**src/rtl/trap_ctrl_unit_pkg.sv**
```systemverilog
// Shared constants and types for the trap control unit: CSR map, FSM encoding,
// and the exception capture payload handed from the FSM to the CSR file.
package trap_ctrl_unit_pkg;

    localparam int unsigned XLEN     = 32;
    localparam int unsigned CSR_AW   = 12;
    localparam int unsigned STATE_W  = 2;
    localparam int unsigned MPP_BIT  = 11;

    localparam logic [CSR_AW-1:0] CSR_MSTATUS = 12'h300;
    localparam logic [CSR_AW-1:0] CSR_MTVEC   = 12'h305;
    localparam logic [CSR_AW-1:0] CSR_MEPC    = 12'h341;
    localparam logic [CSR_AW-1:0] CSR_MCAUSE  = 12'h342;
    localparam logic [CSR_AW-1:0] CSR_MTVAL   = 12'h343;

    localparam logic [STATE_W-1:0] IDLE     = 2'd0;
    localparam logic [STATE_W-1:0] WAIT_REC = 2'd1;
    localparam logic [STATE_W-1:0] REDIRECT = 2'd2;

    typedef struct packed {
        logic [XLEN-1:0] mepc;
        logic [XLEN-1:0] mcause;
        logic [XLEN-1:0] mtval;
    } trap_capture_t;

endpackage

```
**src/rtl/trap_csr_regs.sv**
```systemverilog
// Machine trap CSR storage with combinational read mux, decode-side write port
// and an FSM-driven capture port for exception entry and mret.
module trap_csr_regs
    import trap_ctrl_unit_pkg::*;
#(
    parameter logic [31:0] RESET_MTVEC = 32'h0000_2000
) (
    input  logic                clk,
    input  logic                rsn,
    input  logic                we,
    input  logic [CSR_AW-1:0]   addr,
    input  logic [XLEN-1:0]     wdata,
    input  logic                cap_en,
    input  trap_capture_t       cap,
    input  logic                cap_prev_priv,
    input  logic                mret_en,
    output logic [XLEN-1:0]     rdata,
    output logic [XLEN-1:0]     mtvec,
    output logic [XLEN-1:0]     mepc,
    output logic                prev_priv
);

    logic [XLEN-1:0] mcause;
    logic [XLEN-1:0] mtval;

    // Read mux reflects register contents, so a same-cycle write reads old data.
    always_comb begin
        rdata = '0;
        case (addr)
            CSR_MSTATUS: rdata[MPP_BIT] = prev_priv;
            CSR_MTVEC:   rdata = mtvec;
            CSR_MEPC:    rdata = mepc;
            CSR_MCAUSE:  rdata = mcause;
            CSR_MTVAL:   rdata = mtval;
            default:     rdata = '0;
        endcase
    end

    // Capture and write never coincide (FSM gates writes); mret owns MPP over a write.
    always_ff @(posedge clk or negedge rsn) begin
        if (!rsn) begin
            mtvec     <= RESET_MTVEC;
            mepc      <= '0;
            mcause    <= '0;
            mtval     <= '0;
            prev_priv <= 1'b0;
        end else if (cap_en) begin
            mepc      <= cap.mepc;
            mcause    <= cap.mcause;
            mtval     <= cap.mtval;
            prev_priv <= cap_prev_priv;
        end else begin
            if (we) begin
                case (addr)
                    CSR_MSTATUS: prev_priv <= wdata[MPP_BIT];
                    CSR_MTVEC:   mtvec     <= {wdata[XLEN-1:2], 2'b00};
                    CSR_MEPC:    mepc      <= wdata;
                    CSR_MCAUSE:  mcause    <= wdata;
                    CSR_MTVAL:   mtval     <= wdata;
                    default:     ;
                endcase
            end
            if (mret_en) begin
                prev_priv <= 1'b0;
            end
        end
    end

endmodule

```
**src/rtl/trap_ctrl_unit.sv**
```systemverilog
// Precise-exception sequencer: flush on kill, hold decode during history-file
// rollback, capture trap CSRs, redirect fetch to mtvec; also handles mret.
module trap_ctrl_unit
    import trap_ctrl_unit_pkg::*;
#(
    parameter logic [31:0] RESET_MTVEC = 32'h0000_2000,
    parameter int unsigned REC_TIMEOUT = 64,
    parameter int unsigned CNT_W       = 7
) (
    input  logic                clk_i,
    input  logic                rsn_i,
    input  logic                hf_kill_instr_i,
    input  logic [XLEN-1:0]     hf_kill_pc_i,
    input  logic                hf_exc_occured_i,
    input  logic [XLEN-1:0]     hf_exc_mtval_i,
    input  logic [XLEN-1:0]     hf_exc_mepc_i,
    input  logic [XLEN-1:0]     hf_exc_mcause_i,
    input  logic                dec_mret_i,
    input  logic                dec_csr_we_i,
    input  logic [CSR_AW-1:0]   dec_csr_addr_i,
    input  logic [XLEN-1:0]     dec_csr_wdata_i,
    output logic [XLEN-1:0]     dec_csr_rdata_o,
    output logic                stall_decode_o,
    output logic                flush_pipe_o,
    output logic                redirect_val_o,
    output logic [XLEN-1:0]     redirect_pc_o,
    output logic                priv_o,
    output logic                timeout_err_o
);

    logic [STATE_W-1:0] state, state_next;
    logic [CNT_W-1:0]   cnt, cnt_next;
    logic               priv_next;
    logic               timeout_next;
    logic               flush_next;
    logic               stall_next;
    logic               redirect_val_next;
    logic [XLEN-1:0]    redirect_pc_next;

    logic               cap_en;
    logic               mret_en;
    logic               csr_we;
    trap_capture_t      cap;
    logic [XLEN-1:0]    mtvec;
    logic [XLEN-1:0]    mepc;
    logic               prev_priv;

    // The faulting PC arrives on the exception bus; the kill PC is informational only.
    logic unused_kill_pc;
    assign unused_kill_pc = ^hf_kill_pc_i;

    assign cap = '{mepc: hf_exc_mepc_i, mcause: hf_exc_mcause_i, mtval: hf_exc_mtval_i};

    trap_csr_regs #(
        .RESET_MTVEC (RESET_MTVEC)
    ) u_csr (
        .clk           (clk_i),
        .rsn           (rsn_i),
        .we            (csr_we),
        .addr          (dec_csr_addr_i),
        .wdata         (dec_csr_wdata_i),
        .cap_en        (cap_en),
        .cap           (cap),
        .cap_prev_priv (priv_o),
        .mret_en       (mret_en),
        .rdata         (dec_csr_rdata_o),
        .mtvec         (mtvec),
        .mepc          (mepc),
        .prev_priv     (prev_priv)
    );

    // Next-state and next-output logic; priority exc > kill > mret > CSR write.
    always_comb begin
        state_next        = state;
        cnt_next          = cnt;
        priv_next         = priv_o;
        timeout_next      = timeout_err_o;
        flush_next        = 1'b0;
        stall_next        = 1'b0;
        redirect_val_next = 1'b0;
        redirect_pc_next  = redirect_pc_o;
        cap_en            = 1'b0;
        mret_en           = 1'b0;
        csr_we            = 1'b0;

        case (state)
            IDLE: begin
                if (hf_exc_occured_i) begin
                    cap_en            = 1'b1;
                    priv_next         = 1'b1;
                    flush_next        = 1'b1;
                    stall_next        = 1'b1;
                    redirect_val_next = 1'b1;
                    redirect_pc_next  = mtvec;
                    state_next        = REDIRECT;
                end else if (hf_kill_instr_i) begin
                    flush_next = 1'b1;
                    stall_next = 1'b1;
                    cnt_next   = '0;
                    state_next = WAIT_REC;
                end else begin
                    csr_we = dec_csr_we_i;
                    if (dec_mret_i && priv_o) begin
                        mret_en           = 1'b1;
                        priv_next         = prev_priv;
                        redirect_val_next = 1'b1;
                        redirect_pc_next  = mepc;
                    end
                end
            end

            WAIT_REC: begin
                stall_next = 1'b1;
                cnt_next   = cnt + CNT_W'(1);
                if (hf_exc_occured_i) begin
                    cap_en            = 1'b1;
                    priv_next         = 1'b1;
                    redirect_val_next = 1'b1;
                    redirect_pc_next  = mtvec;
                    state_next        = REDIRECT;
                end else if (cnt == CNT_W'(REC_TIMEOUT - 1)) begin
                    timeout_next = 1'b1;
                    stall_next   = 1'b0;
                    state_next   = IDLE;
                end
            end

            REDIRECT: begin
                state_next = IDLE;
            end

            default: begin
                state_next = IDLE;
            end
        endcase
    end

    always_ff @(posedge clk_i or negedge rsn_i) begin
        if (!rsn_i) begin
            state          <= IDLE;
            cnt            <= '0;
            priv_o         <= 1'b1;
            timeout_err_o  <= 1'b0;
            flush_pipe_o   <= 1'b0;
            stall_decode_o <= 1'b0;
            redirect_val_o <= 1'b0;
            redirect_pc_o  <= '0;
        end else begin
            state          <= state_next;
            cnt            <= cnt_next;
            priv_o         <= priv_next;
            timeout_err_o  <= timeout_next;
            flush_pipe_o   <= flush_next;
            stall_decode_o <= stall_next;
            redirect_val_o <= redirect_val_next;
            redirect_pc_o  <= redirect_pc_next;
        end
    end

endmodule

```
**config.mk**
```make
export PLATFORM = sky130hd
export DESIGN_NAME = trap_ctrl_unit
export DESIGN_NICKNAME = d
export VERILOG_FILES = /design/src/rtl/trap_ctrl_unit_pkg.sv /design/src/rtl/trap_csr_regs.sv /design/src/rtl/trap_ctrl_unit.sv
export SDC_FILE = /design/constraint.sdc
export NUM_CORES = 1
export LEC_CHECK = 0
export CORE_MARGIN = 4
export CORE_UTILIZATION = 53
export DETAILED_ROUTE_END_ITERATION = 8
export PLACE_DENSITY = 0.84
export SKIP_LAST_GASP = 1
export SLEW_MARGIN = 20
export SYNTH_ARGS = -nofsm -noshare
export SYNTH_HDL_FRONTEND = slang
export SYNTH_HIERARCHICAL = 1
export SYNTH_SLANG_ARGS = --single-unit
```
**constraint.sdc**
```tcl
create_clock -name clk_i -period 3.8 [get_ports clk_i]
set_input_delay 0.57 -clock clk_i [delete_from_list [all_inputs] [get_ports clk_i]]
set_output_delay 0.57 -clock clk_i [all_outputs]
set_load 0.01 [all_outputs]
```
==> key figures <==
Placed design
  – Hpwl dp: 16.24 mm
  – Area post-placement: 11170 um^2
  – Port buffer count: 214
  – Gpl congestion: 0.8417
  – Cells after DPL: 1225

Setup path
  – Crit path launch: dec_csr_addr_i[5]
  – Setup CP Type: input port to primary output
  – Worst path buffer plus inverter count: 3
  – Top delay family on crit path: buffers and inverters
  – Max incr delay on CP: 0.57 ns
  – Crit path DAT: 3.07 ns
  – Startpoint Class: input port
  – Worst path cell trace: clkdlybuf4s50_1 > or4_4 > nor3_2 > and4_1 > buf_4 > a221o_1 > clkdlybuf4s50_1
  – Worst Reg-to-Reg Cells: 6
  – CP endpoint: dec_csr_rdata_o[13]
  – Crit Reg-Reg Endpoint: u_csr/mtvec[17]$_DFFE_PN0P_
  – Crit path required time: 3.23 ns
  – Reg2reg start: state[0]$_DFFE_PN0P_
  – Reg2reg setup slack: 1.33 ns
  – Kind of end point of the critical path: primary output
  – Crit-path most repeated cell: clkdlybuf4s50_1
  – Worst-path maximum fanout: 11
  – Number of cells on the critical path: 7
  – Slowest CP cell: or4_4

Finish
  – Fin cells: 1257
  – Design area: 11770 um^2
  – Nets: 1204
  – # diodes: 0
  – Share of cells above drive strength 1: 11.38%
  – Synthesis-to-layout area growth: 32.22%

Routing
  – # DRC: 0
  – Via count: 7165
  – Post-Route WL: 24.60 mm
  – Routed Antenna Nets: 0
  – DRT Pass-1 Iters: 7
  – Initial DRC count: 434
  – Drt wl/cell: 19.57 um
  – Routed vias/inst: 5.700

Synth
  – Flops & latches, synth: 173
  – Distinct cells, synth: 53
  – Yosys top cell area share: 48.08%
  – Mapped cell area: 8900 um^2
  – Avg Inst Size Synth: 10.79 um^2
  – Yosys top cell by area: dfrtp_1
  – Main flop type after synthesis: dfrtp_1
  – Synth area leaders: dfrtp_1 (48%), mux2i_1 (18%), o21ai_1 (6.1%)
  – Number of synthesis warnings: 6
  – Number of synthesized flops with an enable pin: 0
  – Post-synth ARST share: 100.0%
  – Sequential-to-total area share from yosys stat: 48.67%
  – Post-Synthesis Cells: 825

STA
  – Clock skew: 0.01148 ns
  – Max Freq: 0.2749 GHz
  – RSZ-0062 raised after global routing: no
  – Final setup TNS: 0 ns
  – Part of the cycle the worst path needs: 95.73%
  – Pins over their slew limit: 0
  – Crit path time final: 3.638 ns
  – Final hold vios: 1
  – Normalized max-slew margin: 41.20%
  – Slew @ Worst Pin: 0.8819 ns
  – Final hold slack: -0.0002177 ns
  – Endpoints failing setup: 0

Job
  – Max-Cap Viols: 0

Floorplan
  – Num ports: 247
  – Starting Density: 53.86%
  – Die area: 18930 um^2
  – DIE WIDTH: 137.6 um
  – Site Rows: 47
  – Height of the die: 137.6 um
  – Core ar.: 16520 um^2

GRT
  – Largest net degree at the start of global routing: 195
  – Vias in the first global route: 7354
  – Total track usage: 26.25%
  – Global-route wire length before repair: 38.17 mm
  – Grt ovf: 0
  – Initial antenna violation count: 1

Status
  – Status: finished with violations
  – Failing checks: negative hold slack

Power
  – Leakage: 4.898 nW
  – P per Cell Area: 398.5 nW/um^2
  – Total chip power: 4.689 mW
  – Maximum VDD drop: 0.0003296 V

Clocking
  – CTS Root Cell: clkbuf_16
  – CTS resizes: 0
  – TritonCTS clock tree: yes
  – Clk_lat worst skew: 0.42 ns
  – Postcts setup bufs: 0
  – # hold bufs at CTS: 0
  – CTS HTree Levels: 4
  – CTS max path bufs: 2
  – Clock-pin slew on the worst setup and hold paths: 0.06 ns
  – CTS sink cnt: 173
  – CTS Buf Count: 17

Worst hold path
  – Min-Delay Path Class: input port to async pin
## registers in the layout (all words and copies together) (netlist names)
register         cells
state                2
redirect_val_o       1
priv_o               1
u_csr/prev_priv      1
u_csr/mtval         32
u_csr/mcause        32
u_csr/mepc          32
timeout_err_o        1
stall_decode_o       1
u_csr/mtvec         30
redirect_pc_o       32
cnt                  7
flush_pipe_o         1
## report_power, final
part | internal, mW | total [mW] | switching, mW
sequential | 2.05 | 2.18 | 0.135
combinational | 0.424 | 0.812 | 0.389
clock | 0.976 | 1.70 | 0.720
## synthesized netlist by cell type, types with 3 or more instances
| library cell | instances |
|---|---|
| dfrtp_1 | 171 |
| mux2i_1 | 159 |
| nand2_1 | 133 |
| o21ai_1 | 108 |
| nor2_1 | 42 |
| mux2_2 | 32 |
| a221o_1 | 29 |
| clkbuf_1 | 29 |
| o21ai_0 | 13 |
| o21ai_2 | 13 |
| buf_6 | 10 |
| buf_2 | 8 |
| nand3_1 | 5 |
| xor2_1 | 5 |
| buf_12 | 4 |
| buf_4 | 4 |
| inv_1 | 4 |
| nor2b_1 | 4 |
| buf_8 | 3 |
| nor3_1 | 3 |
| nor4_4 | 3 |
## cell families (layout without fill, tap and decap cells)
| family | Yosys count | in the layout | share of synthesized area, % |
|---|---|---|---|
| simple gates | 212 | 212 | 11.08 |
| mux | 191 | 191 | 21.93 |
| compound gates | 176 | 176 | 12.60 |
| flops | 173 | 173 | 48.67 |
| buf+inv | 66 | 277 | 5.047 |
| xor+xnor | 5 | 5 | 0.4920 |
| fa+ha+maj | 1 | 1 | 0.1406 |
| other cells | 1 | 2 | 0.04214 |
## per-layer routing
| layer | vias to the layer above | routed length [um] | GRT usage (%) |
|---|---|---|---|
| li1 | 3341 | - | - |
| met1 | 3512 | 10280 | 34.06 |
| met2 | 268 | 12000 | 43.25 |
| met3 | 42 | 1754 | 5.807 |
| met4 | 2 | 554 | 9.645 |
| met5 | - | 16 | 0 |
## cell type report
type	count	area (um^2)
tap	220	275.3
sequential	173	4332
multi-input combinational	587	4143
fill	1206	4757
clock inverter	7	80.08
clock buffer	24	491.7
inverter	4	15.01
timing repair buffer	242	2431
## worst min path at each step
stage	startpoint	endpoint	depth (start not counted)	slack, ns
finish	rsn_i	u_csr/mepc[13]$_DFFE_PN0P_	1	-0.0002
global route	rsn_i	u_csr/mcause[13]$_DFFE_PN0P_	1	0.01
CTS	rsn_i	u_csr/mepc[13]$_DFFE_PN0P_	1	0.32
detailed placement	timeout_err_o$_DFFE_PN0P_	timeout_err_o$_DFFE_PN0P_	1	0.46
global placement	redirect_pc_o[1]$_DFFE_PN0P_	redirect_pc_o[1]$_DFFE_PN0P_	2	0.46
floorplan	rsn_i	cnt[0]$_DFFE_PN0P_	0	0.27
## per-stage QoR
stage / hold slack (ns) / utilization [%] / setup WS, ns
detailed placement: 0.4620 / 67.59 / 0.1738
global placement: 0.4607 / 67.59 / 0.2131
finish: -0.0002177 / 71.21 / 0.1622
floorplan: 0.2744 / - / 1.115
CTS: 0.3156 / 71.05 / 0.1717
global route: 0.01308 / 71.21 / 0.08492
## placed cells by master, fill, tap and decap left out, drive strengths merged, types with 4 or more instances in the layout
master / netlist / layout
nand2: 133 / 133
buf: 31 / 30
nor4: 4 / 4
nor2: 43 / 43
inv: 4 / 6
mux2: 32 / 32
mux2i: 159 / 159
clkdlybuf4s50: 0 / 212
nand3: 5 / 5
o21ai: 135 / 135
nor2b: 5 / 5
xor2: 5 / 5
a221o: 29 / 29
nor3: 4 / 4
dfrtp: 171 / 171
clkbuf: 31 / 24
(Power assumes the default switching activity.)
